**src/rtl/traffic_intersection.sv**
```systemverilog
// Two-approach traffic controller: NS/EW greens with all-red clearance,
// demand-shortened greens, pedestrian walk phase and night flashing.
module traffic_intersection #(
    parameter int TIMER_W   = 8,
    parameter int GREEN_MIN = 4,
    parameter int GREEN_MAX = 10,
    parameter int YELLOW_T  = 2,
    parameter int RED_CLR   = 1,
    parameter int WALK_T    = 3,
    parameter int FLASH_T   = 2
) (
    input  logic       clk,
    input  logic       rst,
    input  logic       ns_req,
    input  logic       ew_req,
    input  logic       ped_req,
    input  logic       flash_en,
    output logic       ns_red,
    output logic       ns_yellow,
    output logic       ns_green,
    output logic       ew_red,
    output logic       ew_yellow,
    output logic       ew_green,
    output logic       walk,
    output logic [2:0] phase
);

    typedef enum logic [2:0] {
        CLR_EW    = 3'd0,
        NS_GREEN  = 3'd1,
        NS_YELLOW = 3'd2,
        CLR_NS    = 3'd3,
        EW_GREEN  = 3'd4,
        EW_YELLOW = 3'd5,
        WALK      = 3'd6,
        FLASH     = 3'd7
    } state_t;

    // Last-cycle timer values: a state of duration N exits at timer N-1.
    localparam logic [TIMER_W-1:0] T_GMIN  = TIMER_W'(GREEN_MIN - 1);
    localparam logic [TIMER_W-1:0] T_GMAX  = TIMER_W'(GREEN_MAX - 1);
    localparam logic [TIMER_W-1:0] T_YEL   = TIMER_W'(YELLOW_T - 1);
    localparam logic [TIMER_W-1:0] T_CLR   = TIMER_W'(RED_CLR - 1);
    localparam logic [TIMER_W-1:0] T_WALK  = TIMER_W'(WALK_T - 1);
    localparam logic [TIMER_W-1:0] T_FLASH = TIMER_W'(FLASH_T - 1);

    state_t             state, state_nxt;
    logic [TIMER_W-1:0] timer, timer_nxt;
    logic               ped_pend, ped_nxt;
    logic               flash_ph, flash_nxt;
    logic               from_ns, from_ns_nxt;
    logic               wrap;

    assign phase = state;

    always_comb begin
        state_nxt   = state;
        flash_nxt   = flash_ph;
        from_ns_nxt = from_ns;
        wrap        = 1'b0;
        unique case (state)
            NS_GREEN: begin
                if (timer == T_GMAX ||
                    (timer >= T_GMIN && (ew_req || ped_pend || flash_en)))
                    state_nxt = NS_YELLOW;
            end
            NS_YELLOW: if (timer == T_YEL) state_nxt = CLR_NS;
            EW_GREEN: begin
                if (timer == T_GMAX ||
                    (timer >= T_GMIN && (ns_req || ped_pend || flash_en)))
                    state_nxt = EW_YELLOW;
            end
            EW_YELLOW: if (timer == T_YEL) state_nxt = CLR_EW;
            CLR_NS, CLR_EW: begin
                if (timer == T_CLR) begin
                    if (flash_en) begin
                        state_nxt = FLASH;
                    end else if (ped_pend) begin
                        state_nxt   = WALK;
                        from_ns_nxt = (state == CLR_NS);
                    end else begin
                        state_nxt = (state == CLR_NS) ? EW_GREEN : NS_GREEN;
                    end
                end
            end
            WALK: begin
                if (timer == T_WALK)
                    state_nxt = from_ns ? EW_GREEN : NS_GREEN;
            end
            FLASH: begin
                if (!flash_en) begin
                    state_nxt = CLR_EW;
                end else if (timer == T_FLASH) begin
                    flash_nxt = ~flash_ph;
                    wrap      = 1'b1;
                end
            end
            default: state_nxt = CLR_EW;
        endcase

        if (state_nxt == FLASH && state != FLASH)
            flash_nxt = 1'b1;

        timer_nxt = (state_nxt != state || wrap) ? '0 : timer + 1'b1;

        // A pending request is dropped when it is served or when night mode ends.
        ped_nxt = ped_pend || (ped_req && state != WALK);
        if ((state_nxt == WALK && state != WALK) ||
            (state == FLASH && state_nxt != FLASH))
            ped_nxt = 1'b0;
    end

    always_ff @(posedge clk or negedge rst) begin
        if (!rst) begin
            state     <= CLR_EW;
            timer     <= '0;
            ped_pend  <= 1'b0;
            flash_ph  <= 1'b0;
            from_ns   <= 1'b0;
            ns_red    <= 1'b1;
            ns_yellow <= 1'b0;
            ns_green  <= 1'b0;
            ew_red    <= 1'b1;
            ew_yellow <= 1'b0;
            ew_green  <= 1'b0;
            walk      <= 1'b0;
        end else begin
            state     <= state_nxt;
            timer     <= timer_nxt;
            ped_pend  <= ped_nxt;
            flash_ph  <= flash_nxt;
            from_ns   <= from_ns_nxt;
            ns_red    <= 1'b1;
            ns_yellow <= 1'b0;
            ns_green  <= 1'b0;
            ew_red    <= 1'b1;
            ew_yellow <= 1'b0;
            ew_green  <= 1'b0;
            walk      <= 1'b0;
            unique case (state_nxt)
                NS_GREEN: begin
                    ns_red   <= 1'b0;
                    ns_green <= 1'b1;
                end
                NS_YELLOW: begin
                    ns_red    <= 1'b0;
                    ns_yellow <= 1'b1;
                end
                EW_GREEN: begin
                    ew_red   <= 1'b0;
                    ew_green <= 1'b1;
                end
                EW_YELLOW: begin
                    ew_red    <= 1'b0;
                    ew_yellow <= 1'b1;
                end
                WALK: walk <= 1'b1;
                FLASH: begin
                    ns_red    <= 1'b0;
                    ns_yellow <= flash_nxt;
                    ew_red    <= flash_nxt;
                end
                default: begin
                end
            endcase
        end
    end

endmodule

```
**config.mk**
```make
export PLATFORM = sky130hd
export DESIGN_NAME = traffic_intersection
export DESIGN_NICKNAME = d
export VERILOG_FILES = /design/src/rtl/traffic_intersection.sv
export SDC_FILE = /design/constraint.sdc
export NUM_CORES = 1
export LEC_CHECK = 0
export BUFFER_PORTS_ARGS = -buffer_cell sky130_fd_sc_hd__buf_2
export CAP_MARGIN = 20
export CORE_MARGIN = 4
export CORE_UTILIZATION = 40
export CTS_BUF_LIST = sky130_fd_sc_hd__clkbuf_2
export DETAILED_ROUTE_END_ITERATION = 7
export HOLD_SLACK_MARGIN = 0.05
export PLACE_DENSITY = 0.63
export SLEW_MARGIN = 5
export SYNTH_ARGS = -nofsm -noshare
export SYNTH_HDL_FRONTEND = slang
export SYNTH_SLANG_ARGS = --single-unit
```
**constraint.sdc**
```tcl
create_clock -name clk -period 2.7 [get_ports clk]
set_clock_uncertainty 0.1 [all_clocks]
set_input_delay 0.27 -clock clk [delete_from_list [all_inputs] [get_ports clk]]
set_output_delay 0.27 -clock clk [all_outputs]
set_load 0.1 [all_outputs]
```
==> qor.yml, run 1 <==
routing:
  vias: 1121
  drc: 0
  antenna_left: 0
  drt-initial-drc-count: 146
  viasPerCell: 5.75
  drt_pass1_iterations: 4
  routed_wl_mm: 3.01
  wire_per_inst_um: 15.4
logic_synthesis:
  synth_fa_ha_area_share_pct: 3.68
  syn_inst: 130
  netlist_top_cells_area: "dfrtp_1 35%, nor4_2 6.4%, xor2_1 4.5%"
  netlist_area_um2: 1360
  synth_top_area_share_pct: 35.0
  yosysUniqueCellTypes: 49
  ys_ff_latch: 21
  synth-compound-area-share_pct: 16.9
  syn_area_per_cell_um2: 10.5
  ys_seq_area_share_pct: 38.8
  synth_warnings: 0
  synth_area_leader_cell: "dfrtp_1"
  synth_edf_count: 0
  synthXorXnorAreaFrac_pct: 5.15
  synthArstFlopShare_pct: 100
  synth_flop_cell: "dfrtp_1"
  synth_simple_gate_area_share_pct: 30.1
  synth_top_family_by_area: "simple AND/OR/NAND/NOR gates"
  synthMuxAreaShare_pct: 2.21
  syn-num-nets: 140
cts:
  post_cts_resized: 0
  insertion_delay_ns: 0.30
  clk_transition_reported_paths_ns: 0.18
  numCtsBuffers: 3
  clock-sinks: 21
  cts_tree: "yes"
  cts-root-buf: "clkbuf_2"
  cts_buffer_depth: 2
  htreeDepth: 1
sta:
  min_period_ns: 2.47
  relSlewSlack_pct: 65.2
  holdWs_ns: 0.142
  slew_viol_final: 0
  final-hold-violation-count: 0
  worst_pin_slew_ns: 0.516
  rsz0062_at_grt: "no"
  finalSetupTns_ns: 0
  post-route-period-util_pct: 91.5
  setup_violations: 0
  max_freq_ghz: 0.405
layout:
  finish.utilization_pct: 48.8
  area_growth_syn_to_layout_pct: 13.2
  drive_gt1_share_pct: 33.1
  antenna_cells: 0
  final_cell_count_no_fill: 195
  final_common_cell: "dfrtp_1"
  fin_nets: 162
  layout_common_cells: "17 x dfrtp_1, 15 x buf_2"
worst_setup_path:
  crit_type: "reg2reg"
  path_buf_inv: 1
  worst_r2r_startpoint: "timer[1]"
  critPathCaptureType: "flip-flop"
  cp_top_family: "compound AO/OA/AOI/OAI gates"
  crit_path_start_kind: "flip-flop"
  path_cells: "inv_1, ha_1, a311o_1, a32oi_2, o211ai_4, mux2_4, nor4_2"
  cp_slowest_cell: "dfrtp_1"
  required_ns: 2.81
  cp.arrival_ns: 2.58
  cpPeakStageDelay_ns: 0.45
  regToRegEndpoint: "timer[6]"
  path_max_fanout: 8
  reg2reg_slack_ns: 0.23
  r2r_cells: 7
floorplan:
  placementRows: 20
  die_w_um: 66.3
  core_area_um2: 3150
  boundaryPins: 16
  start_util_pct: 43.1
  die_area_um2: 4400
  die-height_um: 66.3
placement:
  io_buffers: 15
  placed_cells: 190
  place_congestion: 0.908
  dp_hpwl_mm: 2.24
run:
  drv_cap: 0
global_route:
  overflow: 0
  first_global_vias: 1132
  grt_max_degree: 22
  antenna_found_initial: 0
  grt_pass1_wl_mm: 5.17
  grt_use_total_pct: 14.9
worst_hold_path:
  hold_path.class: "in2reg"
  min_to: "ped_pend"
  hp-start: "ped_req"
  holdPathStages: 3
status:
  outcome: "finished, final reports clean"
## cells by family (layout without fill, tap and decap cells)
logic type                 after synthesis  after routing
and+or+nand+nor                         60             60
AOI/OAI and AO/OA                       26             26
DFF                                     21             21
buffers and inverters                    9             30
xor gates and xnor gates                 8              8
adders and majority gates                4              4
muxes                                    2              2
## worst min-delay path, delay by kind of cell
| kind | cells | cell delay [ns] |
|---|---|---|
| AOI/OAI and AO/OA | 1 | 0.11 |
| buffers and inverters | 1 | 0.10 |
| and+or+nand+nor | 1 | 0.06 |
## routing by layer
layer | part of all wire, % | up-vias | track usage [%] | routed length [um]
li1 | - | 541 | - | -
met1 | 48 | 551 | 20.8 | 1450
met2 | 46 | 23 | 23.3 | 1370
met3 | 4.2 | 6 | 2.04 | 126
met4 | 1.7 | 0 | 5.33 | 51
met5 | 0 | - | 0 | 0
## worst max-delay path by stage
stage | startpoint | endpoint | slack, ns | depth (start not counted)
6_report | timer[1] | timer[6] | 0.23 | 7
5_1_grt | timer[1] | ns_red | 0.04 | 7
4_1_cts | timer[1] | timer[2] | 0.23 | 7
3_5_place_dp | timer[1] | timer[2] | 0.28 | 7
3_3_place_gp | timer[1] | timer[5] | 0.31 | 7
2_1_floorplan | phase[2] | timer[1] | 0.09 | 6
## what timing repair did
| action | in CTS | in global routing |
|---|---|---|
| hold buffers | 1 | 0 |
| hold endpoints to repair | 19 | 0 |
| setup buffers | 0 | 0 |
## final cells by class
type	instances	area [um2]
fillers	311	1610
multi-input cells	100	790
flip-flops and latches	21	531
repair buffers	22	130
well taps	44	55.1
clock buffers	4	20.0
inverters	4	15.0
## registers in the layout (all words and copies together), names as in the netlist
register and count:
ns_yellow 1, from_ns 1, ew_green 1, ns_green 1
ew_yellow 1, ns_red 1, ped_pend 1, flash_ph 1
timer 8, ew_red 1, walk 1, phase 3
## cell usage after synthesis, types with 4 or more instances
cell and n:
and3_1 6, nor3b_1 4, nor4_2 7, nor2_1 7, ha_1 4, nand3_1 7
dfrtp_1 19, nand2_1 5, xor2_1 7, nand4_1 6, buf_2 4
## through the flow
stage / instance area (um2) / setup slack, ns
floorplan: 1360 / 0.0949
global placement: 1510 / 0.310
detailed placement: 1510 / 0.278
CTS: 1540 / 0.229
global route: 1540 / 0.0410
finish: 1540 / 0.228
Power of run 1 is not shown: default switching activity piles up to over one toggle a cycle in this logic, so the estimate is an artifact.
==> inputs of run 2 (changes only) <==
--- a/config.mk
+++ b/config.mk
@@ -5,14 +5,14 @@
 export SDC_FILE = /design/constraint.sdc
 export NUM_CORES = 1
 export LEC_CHECK = 0
-export BUFFER_PORTS_ARGS = -buffer_cell sky130_fd_sc_hd__buf_2
 export CAP_MARGIN = 20
 export CORE_MARGIN = 4
 export CORE_UTILIZATION = 40
 export CTS_BUF_LIST = sky130_fd_sc_hd__clkbuf_2
 export DETAILED_ROUTE_END_ITERATION = 7
+export DONT_BUFFER_PORTS = 1
 export HOLD_SLACK_MARGIN = 0.05
-export PLACE_DENSITY = 0.63
+export PLACE_DENSITY = 0.59
 export SLEW_MARGIN = 5
 export SYNTH_ARGS = -nofsm -noshare
 export SYNTH_HDL_FRONTEND = slang
==> qor.yml, run 2 (synthesized netlist as in run 1, its figures left out) <==
layout:
  final_common_cell: "dfrtp_1"
  top_register: "timer"
  stdcell_area_um2: 1500  # -2.4%
  fin_nets: 150  # -7.4%
  layout_common_cells: "17 x dfrtp_1, 8 x buf_4"
  antenna_cells: 0  # unchanged
  largest_reg_flops: 8  # unchanged
  area_growth_syn_to_layout_pct: 10.5
  drive_gt1_share_pct: 27.3  # -5.8 points
floorplan:
  core_area_um2: 3150  # unchanged
  die_area_um2: 4400  # unchanged
  start_util_pct: 43.1  # unchanged
  die-height_um: 66.3  # unchanged
  placementRows: 20  # unchanged
  boundaryPins: 16  # unchanged
  die_w_um: 66.3  # unchanged
cts:
  clk_transition_reported_paths_ns: 0.18  # about the same
  htreeDepth: 1  # unchanged
  cts_buffer_depth: 2  # unchanged
  numCtsBuffers: 3  # unchanged
  clock-sinks: 21  # unchanged
  cts-root-buf: "clkbuf_2"
  cts_tree: "yes"
  insertion_delay_ns: 0.30  # about the same
worst_setup_path:
  path_cells: "inv_1, ha_1, nor3b_1, a32o_1, a32oi_1, and4_1, mux2_4, nor4_2"
  crit_type: "reg2reg"
  cp.arrival_ns: 2.66  # +0.08 ns
  critPathCaptureType: "flip-flop"
  path_max_fanout: 8  # unchanged
  crit_path_start_kind: "flip-flop"
  required_ns: 2.81  # about the same
  cp_slowest_cell: "dfrtp_1"
  cpPeakStageDelay_ns: 0.46  # about the same
routing:
  antenna_left: 0  # unchanged
  routed_wl_mm: 3.08  # +2.3%
  vias: 1077  # -3.9%
  viasPerCell: 5.89  # +2.4%
  drc: 0  # unchanged
  wire_per_inst_um: 16.8  # +9.0%
  drt_pass1_iterations: 4  # unchanged
  drt-initial-drc-count: 108  # -26%
run:
  drv_cap: 0  # unchanged
sta:
  worst_pin_slew_ns: 0.900  # +0.384 ns
  max_freq_ghz: 0.392  # -3.1%
  setup_violations: 0  # unchanged
  slew_viol_final: 0  # unchanged
  final-hold-violation-count: 0  # unchanged
  finalSetupTns_ns: 0  # unchanged
  relSlewSlack_pct: 39.8  # -25 points
  post-route-period-util_pct: 94.4  # +2.9 points
  min_period_ns: 2.55  # +0.0783 ns
  setup_slack_ns: 0.150  # -0.0783 ns
  rsz0062_at_grt: "no"
global_route:
  first_global_vias: 1057  # -6.6%
  overflow: 0  # unchanged
  antenna_found_initial: 0  # unchanged
  grt_max_degree: 22  # unchanged
  grt_pass1_wl_mm: 5.25  # +1.6%
  grt_use_total_pct: 15.5  # +0.58 points
placement:
  io_buffers: 0  # -15
  place_congestion: 0.874  # -3.7%
  dpl_worst_slack_ns: 0.0116  # -0.267 ns
  placed_area_um2: 1450  # -4.0%
  dp_hpwl_mm: 2.36  # +5.2%
worst_hold_path:
  hold_path.class: "in2reg"
status:
  outcome: "finished, final reports clean"
==> run 2: cell count changes in the layout (fill, tap and decap cells not counted) <==
| cell | change |
|---|---|
| clkinv_2 | +1 |
| nor3_2 | -1 |
| nor4b_2 | +1 |
| nor4b_1 | -1 |
| clkbuf_2 | -1 |
| buf_2 | -15 |
| nor3_4 | +1 |
| buf_4 | +2 |
| dlygate4sd3_1 | +1 |
==> run 2: critical path, delay by kind of cell, from the launching register on <==
family                     cells  cell delay, ns
DFF                            1            0.46
buffers and inverters          1            0.09
muxes                          1            0.38
AOI/OAI and AO/OA              2            0.47
and+or+nand+nor                3            0.73
adders and majority gates      1            0.23
==> run 2: worst paths after layout <==
| check | slack (ns) | endpoint | from | cells after the start |
|---|---|---|---|---|
| worst max-delay path | 0.15 | timer[2] | timer[0] | 8 |
| worst min-delay path | 0.24 | phase[1] | ew_req | 3 |
| worst max register to register | 0.15 | timer[2] | timer[0] | 8 |
| worst min register to register | 0.43 | from_ns | from_ns | 1 |
| max in group asynchronous | 1.49 | phase[1] | rst | 1 |
| min in group asynchronous | 0.41 | ns_green | rst | 1 |
==> run 2: layout make-up <==
class                           count  area [um2]
Tap cell                           44        55.1
Fill cell                         314        1650
Timing Repair Buffer               10        80.1
Multi-Input combinational cell    100         802
Clock inverter                      1        5.00
Sequential cell                    21         531
Clock buffer                        3        15.0
Inverter                            4        15.0
==> run 2: through the flow <==
step                      utilization (%)  hold WS [ns]  cells
final                                47.7         0.241    183
after global routing                 47.7         0.213    183
after CTS                            47.5         0.218    183
after detailed placement             46.0        -0.125    177
after global placement               46.0        -0.125    177
after floorplan                         -        -0.126    130
==> run 2: layer usage <==
layer  track usage, %  part of all wire (%)
met1             21.7                    45
met2             23.5                    47
met3             3.40                   7.3
met4             4.82                  0.42
met5                0                     0
==> run 2: what timing repair did <==
action,CTS,global route
resized for setup,1,1
hold buffers,2,0
pin swaps,0,0
endpoints found under the hold margin,22,0
cloned,0,0
setup buffers,0,0
endpoints found under the setup margin,1,10
Power of run 2 is left out for the same reason.
